$ cat src/rtl/addsub_seq_ctrl_pkg.sv
// Shared encodings for the nibble-serial add/subtract sequencer.
package addsub_seq_ctrl_pkg;
    typedef enum logic [1:0] {
        IDLE = 2'd0,
        RUN  = 2'd1,
        DONE = 2'd2
    } state_t;

    localparam int   NIBBLE = 4;
    localparam logic OP_ADD = 1'b0;
    localparam logic OP_SUB = 1'b1;
endpackage

$ cat src/rtl/addsub_seq_ctrl_nibble_addsub.sv
// Combinational 4-bit add slice; also exposes the carry into bit 3 for
// signed-overflow detection on the top nibble.
module nibble_addsub
    import addsub_seq_ctrl_pkg::*;
(
    input  logic [NIBBLE-1:0] a_i,
    input  logic [NIBBLE-1:0] b_i,
    input  logic              cin_i,
    output logic [NIBBLE-1:0] sum_o,
    output logic              cout_o,
    output logic              c3_o
);
    logic [NIBBLE:0]   full;
    logic [NIBBLE-1:0] low;

    always_comb begin
        full   = {1'b0, a_i} + {1'b0, b_i} + {{NIBBLE{1'b0}}, cin_i};
        low    = {1'b0, a_i[NIBBLE-2:0]} + {1'b0, b_i[NIBBLE-2:0]}
               + {{(NIBBLE-1){1'b0}}, cin_i};
        sum_o  = full[NIBBLE-1:0];
        cout_o = full[NIBBLE];
        c3_o   = low[NIBBLE-1];
    end
endmodule

$ cat src/rtl/addsub_seq_ctrl.sv
// WIDTH-bit add/subtract sequenced through one shared 4-bit slice,
// LSB nibble first, with a one-cycle done pulse.
module addsub_seq_ctrl
    import addsub_seq_ctrl_pkg::*;
#(
    parameter int WIDTH = 16
) (
    input  logic             clk,
    input  logic             rst_n,
    input  logic             start,
    input  logic             op,
    input  logic [WIDTH-1:0] a,
    input  logic [WIDTH-1:0] b,
    output logic             busy,
    output logic             done,
    output logic [WIDTH-1:0] result,
    output logic             cout,
    output logic             ovf
);
    localparam int NUM_NIB = WIDTH / NIBBLE;
    localparam int IW      = (NUM_NIB > 1) ? $clog2(NUM_NIB) : 1;
    localparam logic [IW-1:0] LAST = IW'(NUM_NIB - 1);

    state_t           state_q, state_d;
    logic [WIDTH-1:0] a_q, a_d, b_q, b_d, res_q, res_d;
    logic             op_q, op_d, cy_q, cy_d, cout_q, cout_d, ovf_q, ovf_d;
    logic [IW-1:0]    idx_q, idx_d;

    logic [NIBBLE-1:0] sl_a, sl_b, sl_sum;
    logic              sl_cout, sl_c3;

    // Subtract is a + ~b + 1: the inversion lives here, the +1 in the carry.
    assign sl_a = a_q[int'(idx_q)*NIBBLE +: NIBBLE];
    assign sl_b = b_q[int'(idx_q)*NIBBLE +: NIBBLE] ^ {NIBBLE{op_q}};

    nibble_addsub u_slice (
        .a_i    (sl_a),
        .b_i    (sl_b),
        .cin_i  (cy_q),
        .sum_o  (sl_sum),
        .cout_o (sl_cout),
        .c3_o   (sl_c3)
    );

    always_ff @(posedge clk) begin
        if (!rst_n) begin
            state_q <= IDLE;
            a_q     <= '0;
            b_q     <= '0;
            op_q    <= OP_ADD;
            cy_q    <= 1'b0;
            idx_q   <= '0;
            res_q   <= '0;
            cout_q  <= 1'b0;
            ovf_q   <= 1'b0;
        end else begin
            state_q <= state_d;
            a_q     <= a_d;
            b_q     <= b_d;
            op_q    <= op_d;
            cy_q    <= cy_d;
            idx_q   <= idx_d;
            res_q   <= res_d;
            cout_q  <= cout_d;
            ovf_q   <= ovf_d;
        end
    end

    always_comb begin
        state_d = state_q;
        a_d     = a_q;
        b_d     = b_q;
        op_d    = op_q;
        cy_d    = cy_q;
        idx_d   = idx_q;
        res_d   = res_q;
        cout_d  = cout_q;
        ovf_d   = ovf_q;
        case (state_q)
            IDLE: begin
                if (start) begin
                    a_d     = a;
                    b_d     = b;
                    op_d    = op;
                    cy_d    = op;
                    idx_d   = '0;
                    res_d   = '0;
                    state_d = RUN;
                end
            end
            RUN: begin
                res_d[int'(idx_q)*NIBBLE +: NIBBLE] = sl_sum;
                cy_d  = sl_cout;
                idx_d = idx_q + 1'b1;
                if (idx_q == LAST) begin
                    cout_d  = sl_cout;
                    ovf_d   = sl_c3 ^ sl_cout;
                    state_d = DONE;
                end
            end
            DONE:    state_d = IDLE;
            default: state_d = IDLE;
        endcase
    end

    assign busy   = (state_q == RUN);
    assign done   = (state_q == DONE);
    assign result = res_q;
    assign cout   = cout_q;
    assign ovf    = ovf_q;
endmodule

$ cat config.mk
export PLATFORM = sky130hd
export DESIGN_NAME = addsub_seq_ctrl
export DESIGN_NICKNAME = d
export VERILOG_FILES = /design/src/rtl/addsub_seq_ctrl_pkg.sv /design/src/rtl/addsub_seq_ctrl_nibble_addsub.sv /design/src/rtl/addsub_seq_ctrl.sv
export SDC_FILE = /design/constraint.sdc
export NUM_CORES = 1
export LEC_CHECK = 0
export ABC_AREA = 1
export CELL_PAD_IN_SITES_DETAIL_PLACEMENT = 1
export CELL_PAD_IN_SITES_GLOBAL_PLACEMENT = 1
export CORE_ASPECT_RATIO = 1.75
export CORE_MARGIN = 5
export CORE_UTILIZATION = 36
export CTS_CLUSTER_DIAMETER = 40
export DETAILED_ROUTE_END_ITERATION = 8
export PLACE_DENSITY_LB_ADDON = 0.1
export SLEW_MARGIN = 20
export SYNTH_ARGS = -nofsm -noshare
export SYNTH_HDL_FRONTEND = slang
export SYNTH_SLANG_ARGS = --single-unit
$ cat constraint.sdc
create_clock -name clk -period 2.65 [get_ports clk]
set_input_delay 0.53 -clock clk [delete_from_list [all_inputs] [get_ports clk]]
set_output_delay 0.53 -clock clk [all_outputs]
set_load 0.01 [all_outputs]
; Yosys cells after proc, flatten, opt, wreduce, memory -nomap -nowiden
; Index checks and enable logic that the tools add are counted.
[totals]
ff_bits = 56
output_inout_bits = 20
[classes]
shift = 4
add_sub_neg = 6
bitwise_logic = 2
muxes = 10
n_reduce_logical = 6
n_eq_ne = 5
[ops]
columns = operator, n
row1 = $neg 4->33, 1
row2 = $shift 4x33->16 const A, 1
row3 = $shiftx 4x33->16, 1
row4 = $pmux 16 s2, 1
row5 = $shiftx 16x5->4, 2
row6 = $bwmux 16, 1
row7 = $mux 16, 1
row8 = $pmux 2 s2, 2
row9 = $reduce_and 2->1, 4
row10 = $mux 2, 3
row11 = $add 4x4->5, 1
row12 = $add 5x1->5, 1
row13 = $add 3x3->4, 1
row14 = $add 4x1->4, 1
row15 = $eq 2x2->1 const B, 2
row16 = $xor 4x4->4, 1
row17 = $add 2x1->2 const B, 1
row18 = $eq 2x1->1 const B, 1
row19 = $logic_not 2->1, 1
row20 = $ne 2x1->1 const B, 1
row21 = $ne 2x2->1 const B, 1
row22 = $pmux 1 s2, 1
row23 = $reduce_bool 2->1, 1
row24 = $mux 1, 1
row25 = $xor 1x1->1, 1

; Depth between registers and ports, before layout
[logic_depth]
ltp_word = 7
depth_mapped = 16
mapped_depth_nobuf = 15

; Hierarchy
; Synthesis repeated with hierarchy kept, for this count alone.
[hier_totals]
cells_unflattened = 386
area_unflattened_um2 = 2758.9
[by_module_without_submodules]
columns = module, instances, cells_each, area_per_inst_um2, seq_area_each_um2
row1 = addsub_seq_ctrl, 1, 356, 2575.0, 1121.1
row2 = nibble_addsub, 1, 30, 183.9, 0.0

; Worst setup path before layout
; Ideal clock, no wire load.
[synth_path]
path_kind = register -> register
startpoint = register idx_q[1]
endpoint = register ovf_q (netlist: ovf)
setup_slack_ns = 0.326
path_buffers = 0
t_arrival_ns = 2.215
path_stages_with_launch = 16
t_required_ns = 2.541
cell_sequence = dfxtp_1 -> clkinv_1 -> o21ai_0 -> o22ai_1 -> xnor2_1 -> fa_1 -> inv_1 -> fa_1 -> nand2_1 -> inv_1 -> o21ai_0 -> nand2_1 -> nand3_1 -> nand2_1 -> nand2_1 -> inv_1
[synth_via]
elab_chain_cells = 5
elab_cells_between_ends = 10
cone_classes = 4 x add/sub / 1 x eq/ne / 2 x shift / 2 x bitwise / 1 x reduce/logical
[synth_rtl]
columns = item, line
row1 = start: declaration, addsub_seq_ctrl.sv:27  ; logic [IW-1:0] idx_q, idx_d;
row2 = start signal: assignment, addsub_seq_ctrl.sv:62  ; idx_q <= idx_d;
row3 = $shiftx 16x5->4, addsub_seq_ctrl.sv:34  ; assign sl_b = b_q[int'(idx_q)*NIBBLE +: NIBBLE] ^ {NIBBLE{op_q}};
row4 = $xor 4x4->4, addsub_seq_ctrl.sv:34
row5 = $add 4x4->5 or $add 3x3->4 (tied branches), "addsub_seq_ctrl_nibble_addsub.sv:17, addsub_seq_ctrl_nibble_addsub.sv:18"
row6 = $add 5x1->5 or $add 4x1->4 (tied branches), "addsub_seq_ctrl_nibble_addsub.sv:17, addsub_seq_ctrl_nibble_addsub.sv:19"
row7 = $xor 1x1->1, addsub_seq_ctrl.sv:97  ; ovf_d = sl_c3 ^ sl_cout;
row8 = end signal: assignment, addsub_seq_ctrl.sv:65  ; ovf_q <= ovf_d;
row9 = end: declaration, addsub_seq_ctrl.sv:26  ; logic op_q, op_d, cy_q, cy_d, cout_q, cout_d, ovf_q, ovf_d;
; Several ways; a longest one is shown, not always the timed one.
; A chain may end at the register's enable or synchronous reset.

; Final worst setup path
; Ends and elaborated chain as after synthesis.

==> results.cfg <==
[worst_setup_path]
r2r_end = ovf
worst_setup_path_start_kind = flop
end_kind = flop
rrSetupSlack_ns = 0.31
r2r.worst_path.cells = 15
critPathRequiredTime_ns = 2.85
timing.rr.start = idx_q[1]
path_max_fanout = 10
crit_type = reg2reg
crit_arrival_ns = 2.53
critPathLaunch = idx_q[1]

[sta]
slew_headroom_pct = 64.5
fin_crit_ns = 2.34
min_period_over_period_pct = 88.3
setup_viol = 0
rsz0062_at_grt = no
fin_tns_setup_ns = 0
fin_ws_ns = 0.311
fmax_mhz = 427
holdWs_ns = 0.462
fin_skew_ns = 0.00458
tightest_slew_ns = 0.532
slew_viol_final = 0
hold_viol = 0

[cells_and_area]
fin_cells = 480
final_nets = 440
syn_to_final_growth_pct = 31.5
diodes = 0
drive_gt1_share_pct = 9.60

[detailed_routing]
wl_mm = 6.83
vias = 2371
ant_nets = 0
first_iter_violations = 69
wl_per_cell_um = 14.2
drc = 0
via_per_inst = 4.94
drt_first_pass_iters = 5

[power]
p_per_area_nw_per_um2 = 589
power_mw = 1.99
p_sw_share_pct = 27.8
p_comb_share_pct = 19.9
power.internal_mw = 1.44
power_frac_clock_pct = 33.6
power_switching_uw = 553
p_leak_nw = 1.36
p_seq_share_pct = 46.5
ir_worst_vdd_mv = 0.323

[die]
fp.dieH_um = 122
num_rows = 40
core_um2 = 6910
initial_utilization_pct = 37.2
die_w_um = 73.9
dieArea_um2 = 9000
io_pins = 56

[clocking]
insertion_delay_ns = 0.29
ctsLongestPathBuffers = 2
path_clk_slew_ns = 0.07
hold_buffers = 0
cts_sinks = 56
cts_buffers = 5
root_buffer = clkbuf_16
cts_tree = yes
h-tree-depth = 2

[logic_synthesis]
postSynthCellCount = 339
avgSynthCellArea_um2 = 7.58
synth-seq-cells = 56
seq_area_frac_synth_pct = 43.6
syn_area_um2 = 2570
yosysWarningCount = 0
yosysUniqueCellTypes = 32
synth_nets = 384

[global_route]
grt_pass1_wl_mm = 11.3
grt_pass1_vias = 2396
antenna_found_initial = 0
grt_overflow = 0
grt_max_degree = 35
grtUsageTotal_pct = 16.0

[run_status]
outcome = completed

[min_path]
min_path_cells = 2
hp-class = reg2reg
min_to = result[8]
min-delay-start = result[8]

[placed_design]
dp.cells = 471
portBuffers = 55
gp_congestion = 0.836
detailed_place_hpwl_mm = 5.41
dp_slack_ns = 0.174

[flow_run]
drv_cap = 0
-- area by class of cell --
class / instances / area [um^2]
fill: 883 / 3530
multi-input combinational: 248 / 1300
clock buffer: 8 / 146
inverter: 19 / 77.6
timing repair buffer: 65 / 629
sequential: 56 / 1120
tap: 84 / 105
-- synthesized netlist by cell type --
cell / instances / area, um^2
a32o_1: 1 / 10.0
clkbuf_2: 1 / 5.00
o21ai_1: 4 / 20.0
nand2_2: 2 / 12.5
clkinv_1: 2 / 7.51
a22oi_1: 2 / 15.0
clkbuf_1: 6 / 22.5
nor3_4: 1 / 16.3
nor3_1: 1 / 5.00
o21ai_2: 3 / 26.3
xnor2_1: 1 / 8.76
nand4_1: 2 / 12.5
dfxtp_1: 56 / 1120
nor2_8: 1 / 20.0
fa_1: 2 / 40.0
buf_4: 3 / 22.5
nand2_4: 4 / 45.0
xor2_1: 4 / 35.0
a31oi_1: 2 / 12.5
nand3_1: 8 / 40.0
inv_2: 3 / 11.3
inv_1: 13 / 48.8
a21oi_1: 21 / 105
nor2_1: 84 / 315
nor2_4: 4 / 45.0
o22ai_1: 7 / 43.8
buf_2: 5 / 25.0
inv_4: 1 / 6.26
nand2_1: 44 / 165
o21ai_0: 43 / 215
ha_1: 7 / 87.6
buf_1: 1 / 3.75
-- power by group through the flow --
stage          Clock, mW  Combinational, mW  Sequential (mW)
2_1_floorplan          0              0.256            0.934
3_3_place_gp           0              0.391            0.944
5_1_grt            0.714              0.446            0.932
3_5_place_dp           0              0.401            0.944
6_report           0.668              0.397            0.926
4_1_cts            0.688              0.403            0.926
-- routing by layer --
| layer | up-vias | GRT usage [%] | wire, um |
|---|---|---|---|
| met2 | 54 | 28.5 | 3620 |
| met4 | 0 | 7.48 | 229 |
| li1 | 1214 | - | - |
| met5 | - | 0 | 0 |
| met1 | 1090 | 18.1 | 2750 |
| met3 | 13 | 2.15 | 232 |
-- flip-flops by register name, summed over array words and instances (netlist names) --
signal and cells:
op_q 1, state_q 2, cy_q 1, a_q 16, b_q 16, cout 1, ovf 1, idx_q 2
result 16
-- layout by cell type (no fill, tap or decap), drive strengths merged --
master and count:
a22oi 2, a32o 1, ha 7, dfxtp 56
clkinvlp 1, nand3 8, xor2 4, o21ai 50
clkbuf 8, nor3 2, nand2 50, o22ai 7
fa 2, xnor2 1, a21oi 21, inv 17
buf 10, nand4 2, nor2 89, clkdlybuf4s50 55
clkinv 1, a31oi 2
-- worst max-delay path by stage --
| stage | end | slack (ns) |
|---|---|---|
| floorplan | ovf | 0.33 |
| global placement | ovf | 0.29 |
| detailed placement | ovf | 0.17 |
| CTS | ovf | 0.15 |
| global route | ovf | 0.05 |
| finish | ovf | 0.31 |
-- worst max-delay path, cell delays in order, from the launching register on --
cell	delay, ns
dfxtp_2	0.36
buf_6	0.14
o21ai_0	0.09
o22ai_1	0.20
xnor2_1	0.16
fa_1	0.20
inv_1	0.06
fa_1	0.39
nand2_1	0.08
inv_1	0.04
o21ai_1	0.16
nand2_1	0.12
nand3_1	0.08
nand2_1	0.06
nand2_1	0.06
inv_1	0.03
-- repair_timing --
| action | 4_1_cts | 5_1_grt |
|---|---|---|
| buffers inserted | 0 | 1 |
| resized for setup | 0 | 6 |
| endpoints found under the setup margin | 0 | 5 |
| hold endpoints to repair | 0 | 0 |
-- kinds of logic (layout without fill, tap and decap cells) --
group / count (synthesis) / count (layout) / synth area share, %
flip-flops: 56 / 56 / 43.6
adder cells (fa/ha/maj): 9 / 9 / 4.97
buffers and inverters: 35 / 92 / 5.94
XOR/XNOR: 5 / 5 / 1.70
AND/OR/NAND/NOR: 151 / 151 / 26.3
AO/OA/AOI/OAI: 83 / 83 / 17.4
-- through the flow --
stage / instance area (um^2) / utilization (%)
after floorplan: 2570 / -
after global placement: 3210 / 46.5
final: 3380 / 48.9
after detailed placement: 3210 / 46.5
after global routing: 3380 / 48.9
after CTS: 3360 / 48.7
Note: power is estimated with default switching activity, not from simulation.
==> patch: new RTL, same flow settings <==
`WIDTH`: 16 -> 32.
--- a/src/rtl/addsub_seq_ctrl.sv
+++ b/src/rtl/addsub_seq_ctrl.sv
@@ -4,5 +4,5 @@
     import addsub_seq_ctrl_pkg::*;
 #(
-    parameter int WIDTH = 16
+    parameter int WIDTH = 32
 ) (
     input  logic             clk,
Ports: changed (resized a, b and result); port bits go from 56 to 104. No check against the original RTL was run, so the function may have changed too.
==> patch against the unedited design <==
Clock power is 92% higher. Critical path depth is 2 lower. Routed wire length is 120% higher. Non-clock buffer count is 66 higher. Synthesized cell count is 92% higher. Maximum frequency is 8.6% lower. Cell area is 89% higher. Worst setup slack worse by 0.22 ns. Sequential cell count is 49 higher. Area after synthesis is 84% higher. Count of clock-buffer cells in the layout is 3 higher. Highest routed layer unchanged. Critical endpoint is now result[13]. Combinational power is 120% higher. Die area is 74% higher. Power is 94% higher.
==> patch: results <==
set metrics [dict create \
    drt_iter0_drc 91 \
    preCtsSetupSlack_ns -0.1576 \
    reg2reg_setup_slack_ns 0.09 \
    htree_levels 3 \
    synth.net_count 730 \
    reg2reg_from "idx_q[0]" \
    worst_pin_slew_ns 0.4873 \
    portBuffers 103 \
    postPlaceCellArea_um2 6023 \
    grt_pass1_wl_um 24520 \
    synthTopCellsByArea "dfxtp_1, nor2_1, o21ai_0" \
    gp_congestion 0.8527 \
    final_nets 834 \
    cp_top_family "simple AND/OR/NAND/NOR gates" \
    fin_skew_ns 0.006082 \
    drive_gt1_share_pct 11.46 \
    status "finished, final reports clean" \
    r2r_cells 13 \
    slowest_delay_ns 0.43 \
    dr.pass1.iters 4 \
    grtUsageTotal_pct 19.34 \
    ys_types 35 \
    reg2reg_to "result[13]" \
    crit_fanout 16 \
    vias 4636 \
    synth_seq_area_share_pct 44.42 \
    whs_endpoint "result[21]" \
    grt_pass1_vias 5008 \
    p_leak_nw 2.451 \
    arrival_ns 2.83 \
    fill_cells 1644 \
    hp-start "result[21]" \
]
-- patch: cell count changes after synthesis, sizes merged, moves of 3 or more --
cell,before,now
nand3,8,24
nor2,89,177
o211ai,0,5
inv,17,29
nor3,2,11
o21ai,50,94
buf,9,17
clkbuf,7,21
nand4,2,7
a21oi,21,38
ha,7,10
dfxtp,56,105
nand2,50,88
-- patch: worst register-to-register path, stage by stage, from the launching register on --
cell,delay [ns]
dfxtp_4,0.37
buf_12,0.15
nand2_1,0.08
nand3_1,0.09
nand3_1,0.08
nand2_1,0.07
xor2_1,0.16
fa_2,0.37
fa_2,0.43
nor2_1,0.14
nand2_1,0.12
nor2_2,0.17
nand2_1,0.08
a21oi_1,0.18
-- patch: repair_timing --
action,4_1_cts,5_1_grt
gates resized for setup,9,13
endpoints found under the setup margin,20,21
hold buffers,0,0
pin swaps,1,4
setup buffers,0,1
-- patch: layer usage --
layer	vias up	global-route usage, %	routed length [µm]
met1	2188	18.22	5324
li1	2333	-	-
met5	-	0	0
met3	26	3.223	408
met4	0	8.243	487
met2	89	39.81	8926
-- patch: power by group --
| group | internal, mW | leakage [nW] | switching, mW |
|---|---|---|---|
| registers | 1.67 | 0.863 | 0.0653 |
| logic | 0.370 | 1.45 | 0.484 |
| clock network | 0.671 | 0.137 | 0.606 |
-- patch: logic make-up after synthesis --
logic type	Yosys count	share of synthesized area, %
XOR/XNOR	6	1.111
AO/OA/AOI/OAI	150	16.66
flip-flops	105	44.42
adder cells (fa/ha/maj)	12	3.490
AND/OR/NAND/NOR	310	28.00
buffers and inverters	67	6.319
-- patch: area by class of cell --
class,instances,area share [%]
Multi-Input combinational cell,478,37.58
Sequential cell,105,32.96
Timing Repair Buffer,131,19.85
Clock buffer,11,3.797
Tap cell,171,3.347
Inverter,29,1.859
Clock inverter,5,0.6068
-- patch: per-stage QoR --
step	TNS, ns	cells	hold WS (ns)	util (%)
after detailed placement	-0.8857	913	0.4530	46.56
after CTS	0	929	0.4639	48.97
final	0	930	0.4601	49.41
after global placement	-0.03601	913	0.4491	46.56
after floorplan	0	650	0.4303	-
after global routing	-0.5703	930	0.4809	49.41
-- patch: worst max path at each step --
stage                         from          to  slack, ns  cells after the start
after global placement    idx_q[0]         ovf      -0.03                     13
after CTS                 idx_q[0]  result[13]      0.004                     12
after detailed placement  idx_q[0]         ovf      -0.16                     13
after floorplan           idx_q[0]  result[26]       0.05                     13
final                     idx_q[0]  result[13]       0.09                     13
after global routing      idx_q[0]  result[27]      -0.08                     15
